--- src/rtl/mem_stage.sv ---
// rtl/mem_stage.sv - MEM pipeline stage: data-memory access FSM, branch resolve, MEM/WB register
// Loads/stores wait in ACCESS for dmem_ack (or a timeout) while stalling the upstream pipeline.
module mem_stage #(
  parameter int TIMEOUT_CYCLES = 16
) (
  input  logic        clk,
  input  logic        rst,
  input  logic        i_mem_read,
  input  logic        i_mem_write,
  input  logic        i_write_reg,
  input  logic        i_write_back,
  input  logic        i_branch,
  input  logic [31:0] i_ALU_output,
  input  logic [31:0] i_readData2,
  input  logic [31:0] i_next,
  input  logic        i_ALU_zero_flag,
  input  logic [4:0]  i_rt_or_rd,
  output logic        dmem_req,
  output logic        dmem_we,
  output logic [31:0] dmem_addr,
  output logic [31:0] dmem_wdata,
  input  logic [31:0] dmem_rdata,
  input  logic        dmem_ack,
  output logic        stall,
  output logic        pc_src,
  output logic [31:0] branch_target,
  output logic        flush,
  output logic        o_valid,
  output logic        o_write_reg,
  output logic        o_write_back,
  output logic [31:0] o_mem_data,
  output logic [31:0] o_ALU_output,
  output logic [4:0]  o_rt_or_rd,
  output logic        o_mem_err
);

  typedef enum logic {S_IDLE, S_ACCESS} state_t;

  state_t      r_state;
  state_t      w_next_state;
  logic [7:0]  r_cnt;
  logic        w_mem_op;
  logic        w_timeout;
  logic        w_done;

  assign w_mem_op  = i_mem_read | i_mem_write;
  assign w_timeout = (r_state == S_ACCESS) && !dmem_ack && (r_cnt == 8'(TIMEOUT_CYCLES - 1));
  assign w_done    = (r_state == S_ACCESS) && (dmem_ack || w_timeout);

  assign pc_src        = i_branch & i_ALU_zero_flag & (r_state == S_IDLE) & ~w_mem_op;
  assign flush         = pc_src;
  assign branch_target = i_next;

  always_ff @(posedge clk) begin
    if (rst) r_state <= S_IDLE;
    else     r_state <= w_next_state;
  end

  always_comb begin
    w_next_state = r_state;
    stall        = 1'b0;
    case (r_state)
      S_IDLE: begin
        if (w_mem_op) begin
          stall        = 1'b1;
          w_next_state = S_ACCESS;
        end
      end
      S_ACCESS: begin
        if (w_done) w_next_state = S_IDLE;
        else        stall        = 1'b1;
      end
      default: w_next_state = S_IDLE;
    endcase
  end

  // Control inputs are frozen by stall, so the completing edge can take them straight from EX/MEM.
  always_ff @(posedge clk) begin
    if (rst) begin
      r_cnt        <= 8'd0;
      dmem_req     <= 1'b0;
      dmem_we      <= 1'b0;
      dmem_addr    <= 32'd0;
      dmem_wdata   <= 32'd0;
      o_valid      <= 1'b0;
      o_write_reg  <= 1'b0;
      o_write_back <= 1'b0;
      o_mem_data   <= 32'd0;
      o_ALU_output <= 32'd0;
      o_rt_or_rd   <= 5'd0;
      o_mem_err    <= 1'b0;
    end else begin
      o_valid      <= 1'b0;
      o_write_reg  <= 1'b0;
      o_write_back <= 1'b0;
      o_mem_data   <= 32'd0;
      o_ALU_output <= 32'd0;
      o_rt_or_rd   <= 5'd0;
      if (r_state == S_IDLE) begin
        if (w_mem_op) begin
          dmem_req   <= 1'b1;
          dmem_we    <= i_mem_write;
          dmem_addr  <= i_ALU_output;
          dmem_wdata <= i_readData2;
          r_cnt      <= 8'd0;
          if (i_mem_read && i_mem_write) o_mem_err <= 1'b1;
        end else begin
          o_valid      <= 1'b1;
          o_write_reg  <= i_write_reg;
          o_write_back <= i_write_back;
          o_ALU_output <= i_ALU_output;
          o_rt_or_rd   <= i_rt_or_rd;
        end
      end else if (w_done) begin
        dmem_req     <= 1'b0;
        o_valid      <= 1'b1;
        o_write_reg  <= i_write_reg;
        o_write_back <= i_write_back;
        o_ALU_output <= i_ALU_output;
        o_rt_or_rd   <= i_rt_or_rd;
        o_mem_data   <= (dmem_ack && !dmem_we) ? dmem_rdata : 32'd0;
        if (w_timeout) o_mem_err <= 1'b1;
      end else begin
        r_cnt <= r_cnt + 8'd1;
      end
    end
  end

endmodule

--- config.mk ---
export PLATFORM = sky130hd
export DESIGN_NAME = mem_stage
export DESIGN_NICKNAME = d
export VERILOG_FILES = /design/src/rtl/mem_stage.sv
export SDC_FILE = /design/constraint.sdc
export NUM_CORES = 1
export LEC_CHECK = 0
export CAP_MARGIN = 20
export CORE_MARGIN = 3
export CORE_UTILIZATION = 37
export CTS_BUF_LIST = sky130_fd_sc_hd__clkbuf_4
export CTS_CLUSTER_DIAMETER = 200
export DETAILED_ROUTE_END_ITERATION = 8
export GPL_ROUTABILITY_DRIVEN = 1
export GPL_TIMING_DRIVEN = 0
export PLACE_DENSITY = 0.93
export SYNTH_ARGS = -nofsm -noshare
export SYNTH_HDL_FRONTEND = slang
export SYNTH_SLANG_ARGS = --single-unit
--- constraint.sdc ---
create_clock -name clk -period 1.8 [get_ports clk]
set_input_delay 0.36 -clock clk [delete_from_list [all_inputs] [get_ports clk]]
set_output_delay 0.36 -clock clk [all_outputs]
set_load 0.005 [all_outputs]
Yosys cells after proc, flatten, opt, wreduce, memory -nomap -nowiden
Cells that the tools add are included.
{"block": "totals", "output_inout_bits": 174, "inputBits": 142, "wordCells": 70, "register_bits": 148}
{"block": "op_classes", "n_eq_ne": 4, "n_reduce_logical": 15, "n_mux": 29, "add_sub_neg": 1, "bitwise": 8}
{"op": "$mux W32", "n": 3}
{"op": "$mux W8", "n": 3}
{"op": "$mux W1", "n": 19}
{"op": "$mux W5", "n": 3}
{"op": "$add A8 B1 Y8 const B", "n": 1}
{"op": "$eq A8 B4 Y1 const B", "n": 1}
{"op": "$reduce_and A2 Y1", "n": 3}
{"op": "$logic_and A1 B1 Y1", "n": 5}
{"op": "$ne A2 B1 Y1 const B", "n": 2}
{"op": "$not A1 Y1", "n": 4}
{"op": "$reduce_and A4 Y1", "n": 1}
{"op": "$reduce_bool A2 Y1", "n": 2}
{"op": "$reduce_or A4 Y1", "n": 1}
{"op": "$and A1 B1 Y1", "n": 3}
{"op": "$logic_not A1 Y1", "n": 2}
{"op": "$ne A2 B2 Y1 const B", "n": 1}
{"op": "$pmux W1 S2", "n": 1}
{"op": "$logic_or A1 B1 Y1", "n": 1}
{"op": "$or A1 B1 Y1", "n": 1}

Logic depth before layout (Yosys ltp)
Gate-level depths: netlist of run 1.
{"block": "depth", "depth_word": 7, "ltp_mapped": 6, "ltp_nobuf": 5}

Least setup slack after synthesis of run 1
OpenSTA, ideal clock, no wires.
{"block": "synth_timing", "path_kind": "register to output", "start": "register r_cnt[4]", "end": "output port stall", "path_stages_with_launch": 5, "t_required_ps": 1440, "arrival_ps": 1266, "slack_ps": 174, "cell_sequence": "dfxtp_1 > or4_4 > o211ai_2 > buf_6 > inv_2"}
{"block": "synth_via", "elab_chain_cells": 6}
{"element": "start: declaration", "line_no": "41", "text": "logic [7:0] r_cnt;"}
{"element": "start signal: assignment", "line_no": "124", "text": "r_cnt <= r_cnt + 8'd1;"}
{"element": "$eq A8 B4 Y1", "line_no": "47", "text": "assign w_timeout = (r_state == S_ACCESS) && !dmem_ack && (r_cnt == 8'(TIMEOUT_CYCLES - 1));"}
{"element": "$logic_and A1 B1 Y1", "line_no": "47"}
{"element": "$logic_or A1 B1 Y1", "line_no": "48", "text": "assign w_done = (r_state == S_ACCESS) && (dmem_ack || w_timeout);"}
{"element": "$logic_and A1 B1 Y1", "line_no": "48"}
{"element": "$mux W1", "line_no": "70", "text": "if (w_done) w_next_state = S_IDLE;"}
{"element": "$pmux W1 S2", "line_no": "62", "text": "case (r_state)"}
{"element": "end: declaration", "line_no": "24", "text": "output logic stall,"}
No other way between the ends.

Worst setup path in the final report of run 1
{"block": "layout_timing", "start": "register r_cnt[7]", "end": "output port stall"}
The elaborated chain is that of the path after synthesis.

==> results of run 1 <==
critical path, delay by kind of cell, from the launching register on:
family / cells / cell delay, ps
buffers and inverters: 3 / 260
and+or+nand+nor: 1 / 560
AOI/OAI and AO/OA: 1 / 210
DFF: 1 / 340
power breakdown:
part | internal, mW | total (mW) | switching [mW]
registers | 3.46 | 3.53 | 0.0735
logic | 0.655 | 1.10 | 0.450
clock network | 0.963 | 2.14 | 1.18
layout make-up:
| class | instances | share of cell area |
|---|---|---|
| repair buffers | 295 | 0.342 |
| flip-flops and latches | 148 | 0.358 |
| clock inverters | 14 | 0.0188 |
| well taps | 172 | 0.0253 |
| plain buffers | 62 | 0.0448 |
| inverters | 5 | 0.00221 |
| multi-input cells | 320 | 0.193 |
| clock buffers | 18 | 0.0159 |
layer usage:
layer	GRT usage	share of wire	up-vias
li1	-	-	2311
met1	0.210	0.36	2167
met2	0.367	0.54	232
met3	0.0657	0.077	39
met4	0.100	0.031	0
met5	0	0	-
cells by family (layout without fill, tap and decap cells):
group           count (synthesis)  count (layout)
mux                             1               1
flops                         148             148
simple gates                  232             232
buf+inv                        68             394
compound gates                 86              86
fa+ha+maj                       1               1
through the flow:
stage               TNS, ps   util  worst slack (ps)  area (µm²)  hold slack (ps)
floorplan                 0      -               174        4940              453
global placement     -70670  0.622              -830        7970              441
detailed placement   -67470  0.622              -757        7970              446
CTS                    -947  0.648              -504        8310              279
global route          -4350  0.664              -545        8510              295
finish                -1180  0.664              -460        8510              344
what timing repair did:
item                                    4_1_cts  5_1_grt
pin swaps                                     4        6
gates resized for setup                     154       65
hold buffers                                  0        0
buffers inserted                              7        7
endpoints found under the setup margin      188      170
path summary, 6_finish.rpt:
path | startpoint | end | slack, ps | cells after the start
worst min register to register | dmem_wdata[9] | dmem_wdata[9] | 460 | 2
worst max register to register | r_cnt[4] | o_ALU_output[5] | -60 | 6
worst min-delay path | i_readData2[2] | dmem_wdata[2] | 340 | 3
worst max-delay path | r_cnt[7] | stall | -460 | 5
cells in the final DEF, fill, tap and decap left out, types with 2 or more instances in the layout:
master,n
sky130_fd_sc_hd__or2_2,2
sky130_fd_sc_hd__clkbuf_4,18
sky130_fd_sc_hd__clkdlybuf4s50_1,162
sky130_fd_sc_hd__o21ai_1,3
sky130_fd_sc_hd__bufinv_16,3
sky130_fd_sc_hd__dfxtp_4,3
sky130_fd_sc_hd__or3_1,5
sky130_fd_sc_hd__dfxtp_1,90
sky130_fd_sc_hd__or4_4,2
sky130_fd_sc_hd__clkinv_1,4
sky130_fd_sc_hd__nand4_1,2
sky130_fd_sc_hd__clkbuf_1,17
sky130_fd_sc_hd__buf_6,5
sky130_fd_sc_hd__buf_4,45
sky130_fd_sc_hd__clkbuf_2,9
sky130_fd_sc_hd__nor2_4,2
sky130_fd_sc_hd__dfxtp_2,55
sky130_fd_sc_hd__nor2_1,4
sky130_fd_sc_hd__clkinvlp_4,5
sky130_fd_sc_hd__dlygate4sd2_1,81
sky130_fd_sc_hd__dlymetal6s2s_1,36
sky130_fd_sc_hd__and2_1,71
sky130_fd_sc_hd__o21ai_0,3
sky130_fd_sc_hd__buf_2,2
sky130_fd_sc_hd__a21oi_1,74
sky130_fd_sc_hd__inv_1,4
sky130_fd_sc_hd__nand3_1,3
sky130_fd_sc_hd__nand2b_1,2
sky130_fd_sc_hd__nand2_1,133
==> out/summary.md, run 1 <==
The tools report the number of levels the H-tree was split into as 4. Setup repair after global routing could not meet its margin everywhere. Buffers inserted during clock tree synthesis total 17. Cell at the slowest stage of the critical path: sky130_fd_sc_hd__or4_4.

The number of setup violations in the final report came out at 29. The fraction of the mapped netlist area in adder cells is 0.00253, and the filler-free cell count of the finished design is 1034. At the worst endpoint, the arrival time is 1900 ps. The logs give 4.25 nW for the leakage component of the power and 0 for the number of antenna violations at the first check in global routing. The logs give 6.77 mW for the total design power and 316 for the total I/O pin count.

Simple-gate share of the synthesized area: 0.226. The dominant combinational cell family by area after synthesis is simple AND/OR/NAND/NOR gates. Subtracting the final worst setup slack from the clock period gives 2260 ps. Counting instances in the post-synthesis netlist gives the leading cell types as 148 x sky130_fd_sc_hd__dfxtp_1, 133 x sky130_fd_sc_hd__nand2_1, 75 x sky130_fd_sc_hd__a21oi_1. In this run, distinct cell masters in the synthesized netlist total 30. The required time of the worst setup path is 1440 ps, and the footprint of the flip-flops and latches is 3040 µm². The number of global-route vias before repair is 4564. Among all cell types in the netlist, the one instantiated most often is sky130_fd_sc_hd__dfxtp_1. The tree is rooted in a sky130_fd_sc_hd__clkbuf_4.

Share of cell area taken by muxes after synthesis: 0.00203. Maximum net fanout on the critical path: 2. TritonCTS built the clock tree. The tools report the initial cell density of the core as 0.385. Routability-driven placement finished with a final weighted congestion of 0.852. The cell that appears most often on the critical path is sky130_fd_sc_hd__buf_6. Compared with the post-synthesis result, the final layout area differs by 72.4%. IR analysis of the VDD net gives a maximum drop of 0.000415 V. The logs give 0 for the final global-route overflow total and 0 for the count of yosys warnings during synthesis.

In this run the core area contains 41 standard-cell rows. Worst setup path category: reg -> out. The number of design rule violations left after detail routing was 0.

The first global-routing pass estimated 22900 µm of wire. The tools report the half-perimeter wire length of the detailed placement result as 12000 µm. The run finished, with violations left. For this run, the slowest stage of the critical path takes 560 ps. At the pin with the least slew margin, the transition time is 639 ps.

The proportion of synthesized flip-flops having asynchronous set or reset is 0, and the die width is 122 µm. The final routed wire length divided by cell count is 15.8 µm. The tree built by TritonCTS fans out to 148 sinks.

For this run, the leading register cell type out of synthesis is sky130_fd_sc_hd__dfxtp_1. The tools report the remaining antenna violation count after routing as 0. The number of antenna diodes in the final layout is 0.

For this run, the post-layout net count is 992. The run gives 536 as the number of standard cells after synthesis. The fraction of the mapped netlist area in compound gates was 0.0905. Across all layers, the routed design uses 4749 vias. Traced cell by cell, the critical path runs through or4_4 > o211ai_4 > buf_6 > inv_2 > buf_6. The logs give 679 for the net count of the mapped netlist and 0 for the max-slew violation total from the final report. For the number of failing hold endpoints at the final stage, the log shows 0. The per-instance average area after synthesis is 9.21 µm², and the power per cell area is 796 nW/µm². The run gives 0.600 as the sequential-to-total area share from yosys stat.

Yosys attributes the largest share of cell area to sky130_fd_sc_hd__dfxtp_1 60%, sky130_fd_sc_hd__nand2_1 10%, sky130_fd_sc_hd__and2_1 9.0%. The first detailed-routing pass ran for 4 iterations. The worst clock skew is 16.1 ps.

The number of vias per cell after detailed routing came out at 4.59. The total of flip-flops plus latches after synthesis is 148, and the number of input and output port buffers inserted is 282. The run gives 0.574 as the relative slew slack. The logs give 990 for the total placed cells including tap cells and 540 ps for the later-pin clock latency in the skew report. The tool flagged a number of max-cap violations equal to 0.

The worst setup path is captured at an output pin. Buffer depth of the longest clock path: 2. The tools report the category of the worst setup path launch point as a flip-flop. Timing would allow up to 442 MHz. The proportion of layout cells with a drive suffix above 1 works out to 0.186. The post-route clock period utilization is 1.26. The final wirelength is 16300 µm, and the footprint of the multi-input gates is 1640 µm². The worst min-delay path category is in -> reg. The clock input transition at the sequential cells of the worst setup and hold paths is 130 ps, and the maximum number of pins on one net before global-route repair is 17. The chip height works out to 122 µm. The share of the synthesized area in the top cell type works out to 0.600.

The final worst setup slack came out at -460 ps. The core region is 12800 µm². The die area was 14800 µm²; the number of inserted filler cells in the final layout was 982. Yosys mapped a number of flops with a built-in enable equal to 0. For the post-synth design cell area, the log shows 4940 µm².

The final reports fail on setup timing. After the first detailed-routing iteration, the DRC count stood at 281. The cell type with the highest aggregate area in the netlist is sky130_fd_sc_hd__dfxtp_1. The tools report the all-layer global routing usage as 0.203. Parity-gate share of the synthesized area counting xor and xnor cells: 0.
Note: power is estimated with default switching activity, not from simulation.
==> run 2: changes to the inputs <==
Settings changed: CORE_UTILIZATION 37 to 34, PLACE_DENSITY 0.93 to 0.9.
Clock period 1.8 ns to 1.9 ns, I/O delays scaled along.
==> run 2 against run 1 <==
The flow still finishes with violations (setup timing); worst setup slack gained 48 ps; core utilization shrank 5.9 points; final area shrank 0.16%; hold slack gained 16 ps; clock power grew 9.8%; combinational power is essentially flat; critical path type unchanged.
==> out/summary.md, run 2 (synthesis gave the netlist of run 1 again) <==
The flow ran to the end, but the final reports show violations. Violations in the final reports: setup timing (unchanged). Last element of the critical path: stall (unchanged).

The pre-CTS worst setup slack is -673 ps (was -757 ps). The total I/O pin count was 316 (unchanged); the number of global-route vias before repair was 4602 (was 4564). The run gives 1176 (was 982) as the number of inserted filler cells in the final layout. The number of vias per cell after detailed routing is 4.57 (was 4.59).

The number of buffers created by CTS is 17 (unchanged), and the hold buffer count at CTS is 0 (unchanged). The category of the worst setup path launch point was a flip-flop (unchanged). The tools report the relative slew slack as 0.553 (was 0.574).

Leakage component of the power: 3.44 nW (was 4.25 nW). The total design power was 6.79 mW (was 6.77 mW); the routability-driven placement congestion ratio was 0.808 (was 0.852). The number of nets at the end of the flow was 987 (was 992); the number of logic stages on the critical path including buffering was 5 (unchanged). The run gives 1520 ps (was 1440 ps) as the required time of the worst setup path. The smallest clock period supported by the final layout is computed as 2310 ps.

The CTS sink count came out at 148 (unchanged). The wire length of the first global-routing pass was 23800 µm (was 22900 µm); the footprint of the multi-input gates was 1630 µm² (was 1640 µm²). The root buffer selected by CTS is sky130_fd_sc_hd__clkbuf_4 (unchanged). For the number of levels the H-tree was split into, the log shows 4 (unchanged). The number of setup violations in the final report was 3 (was 29).

The run gives -412 ps (was -460 ps) as the final worst setup slack. The tools report the count of TritonRoute iterations in the first routing pass as 4 (unchanged). Worst reg2reg path depth: 7 (was 6). The chip height works out to 126 µm (was 122 µm). The tools report the startpoint of the most critical setup path as r_cnt[7] (unchanged). Commonest cells after routing, fill and taps aside: 270 x sky130_fd_sc_hd__clkdlybuf4s50_1, 133 x sky130_fd_sc_hd__nand2_1, 130 x sky130_fd_sc_hd__dfxtp_1 (was 162 x sky130_fd_sc_hd__clkdlybuf4s50_1, 133 x sky130_fd_sc_hd__nand2_1, 90 x sky130_fd_sc_hd__dfxtp_1).

Post-route clock period utilization: 1.22. The initial cell density of the core came out at 0.352 (was 0.385). The final routed wire length divided by cell count came out at 15.5 µm (was 15.8 µm). The dominant cell type by count on the critical path is sky130_fd_sc_hd__buf_6 (unchanged). The total placed cells including tap cells was 998 (was 990).

For the max-slew violation total from the final report, the log shows 0 (unchanged). Cells along the critical path: or4_4 > o211ai_4 > buf_6 > inv_2 > buf_6 (unchanged). The cell at the slowest stage of the critical path was sky130_fd_sc_hd__or4_4 (unchanged).

TritonCTS built the clock tree. The tools report the startpoint of the worst register-to-register path as r_cnt[0] (was r_cnt[4]). Timing would allow up to 433 MHz. The worst endpoint data arrival time is 1930 ps (was 1900 ps), and the row count is 43 (was 41).

The largest stage delay on the critical path came out at 560 ps (about the same). The most common library cell in the layout ignoring fill and taps was sky130_fd_sc_hd__clkdlybuf4s50_1 (unchanged). The footprint of the flip-flops and latches was 2990 µm² (was 3040 µm²). For the filler-free cell count of the finished design, the log shows 1039 (was 1034).

Setup repair after global routing could not meet its margin everywhere. Area growth from synthesis to layout: 72.1% (was 72.4%). The all-layer global routing usage came out at 0.193 (was 0.203). The number of maximum-capacitance violations was 0 (unchanged). The worst setup path category is reg -> out (unchanged).

The tools report the later-pin clock latency in the skew report as 540 ps (about the same). The tools report the worst flop-to-flop path endpoint as r_cnt[7] (was o_ALU_output[5]). The logs give 0 (unchanged) for the number of design rule violations left after detail routing and -579 ps (was -1180 ps) for the setup TNS.

The number of failing hold endpoints at the final stage is 0 (unchanged). The worst clock skew came out at 11.2 ps (was 16.1 ps). The slew of the pin with the lowest slew margin is 671 ps (was 639 ps). For the buffer depth of the longest clock path, the log shows 2 (unchanged).

Kind of capture point of the worst setup path: an output pin (unchanged). The number of DRC violations after detailed-routing iteration 0 is 198 (was 281), and the number of input and output port buffers inserted is 282 (unchanged). The power per cell area was 799 nW/µm² (was 796 nW/µm²); the final wirelength was 16100 µm (was 16300 µm).

The gate family responsible for the most delay along the worst path was simple AND/OR/NAND/NOR gates (unchanged). Final global-route overflow total: 0 (unchanged). The setup slack of the worst register-to-register path was 80 ps (was -60 ps). The peak supply drop is 0.000394 V (was 0.000415 V), and the number of buffer and inverter instances along the worst setup path is 3 (unchanged). The logs give 4752 (was 4749) for the total via count in the routed design and 2 (was 0) for the number of antenna violations at the first check in global routing.

The die width is 126 µm (was 122 µm), and the proportion of layout cells with a drive suffix above 1 is 0.132 (was 0.186). The clock input transition at the sequential cells of the worst setup and hold paths is 130 ps (about the same). The run gives 17 (unchanged) as the maximum number of pins on one net before global-route repair. The remaining antenna violation count after routing is 0 (unchanged). The worst min-delay path category is in -> reg (unchanged). The die area is 16000 µm² (was 14800 µm²), and the maximum net fanout on the critical path is 2 (unchanged). The logs give 12600 µm (was 12000 µm) for the half-perimeter wire length of the detailed placement result and 14000 µm² (was 12800 µm²) for the floorplan core area.
[run 2: cell count changes in the layout (fill, tap and decap cells not counted), moves of 4 or more]
cell,previous run,this run
sky130_fd_sc_hd__dfxtp_2,55,16
sky130_fd_sc_hd__clkbuf_2,9,5
sky130_fd_sc_hd__dlymetal6s2s_1,36,8
sky130_fd_sc_hd__dlygate4sd2_1,81,1
sky130_fd_sc_hd__buf_4,45,40
sky130_fd_sc_hd__clkbuf_1,17,21
sky130_fd_sc_hd__clkdlybuf4s50_1,162,270
sky130_fd_sc_hd__dfxtp_1,90,130
[run 2: power by group]
part	internal (mW)	leakage (nW)	switching (mW)	total, mW
registers	3.27	1.22	0.0725	3.34
logic	0.683	2.04	0.419	1.10
clock network	1.23	0.181	1.12	2.35
[run 2: layout make-up]
| class | instances | area share |
|---|---|---|
| Tap cell | 180 | 0.0265 |
| Antenna cell | 2 | 0.000589 |
| Inverter | 5 | 0.00221 |
| Clock buffer | 20 | 0.0177 |
| Sequential cell | 148 | 0.352 |
| Multi-Input combinational cell | 320 | 0.191 |
| Clock inverter | 12 | 0.0240 |
| Timing Repair Buffer | 290 | 0.341 |
| Buffer | 62 | 0.0443 |
[run 2: metrics by stage]
step / area [µm²] / hold slack, ps / utilization
2_1_floorplan: 4940 / 453 / -
3_3_place_gp: 7980 / 441 / 0.569
3_5_place_dp: 7980 / 445 / 0.569
4_1_cts: 8420 / 307 / 0.599
5_1_grt: 8500 / 294 / 0.605
6_report: 8500 / 360 / 0.605
[run 2: worst register-to-register path: stages, from the launching register on]
cell and delay, ps:
sky130_fd_sc_hd__dfxtp_1 370, sky130_fd_sc_hd__ha_2 220, sky130_fd_sc_hd__nand4_1 150, sky130_fd_sc_hd__o211ai_4 100
sky130_fd_sc_hd__buf_4 140, sky130_fd_sc_hd__buf_4 140, sky130_fd_sc_hd__or4_1 510, sky130_fd_sc_hd__a21oi_1 140
[run 2: what timing repair did]
action / in CTS / in global routing
gates cloned: 0 / 0
buffers inserted: 6 / 2
pin swaps: 4 / 3
endpoints found under the setup margin: 40 / 73
resized for setup: 32 / 30
[run 2: per-layer routing]
metal	vias to the layer above	part of all wire	GRT usage
met5	-	0	0
met4	0	0.019	0.0726
met3	20	0.081	0.0745
met2	237	0.53	0.356
met1	2182	0.37	0.195
li1	2313	-	-
[run 2: how the worst min path moves through the flow]
| stage | slack [ps] | to | depth (start not counted) | startpoint |
|---|---|---|---|---|
| after global routing | 290 | dmem_wdata[13] | 3 | i_readData2[13] |
| final | 360 | dmem_wdata[15] | 3 | i_readData2[15] |
| after CTS | 310 | dmem_wdata[13] | 3 | i_readData2[13] |
| after global placement | 440 | dmem_addr[0] | 2 | dmem_addr[0] |
| after detailed placement | 450 | dmem_wdata[12] | 2 | dmem_wdata[12] |
| after floorplan | 450 | dmem_addr[0] | 2 | dmem_addr[0] |
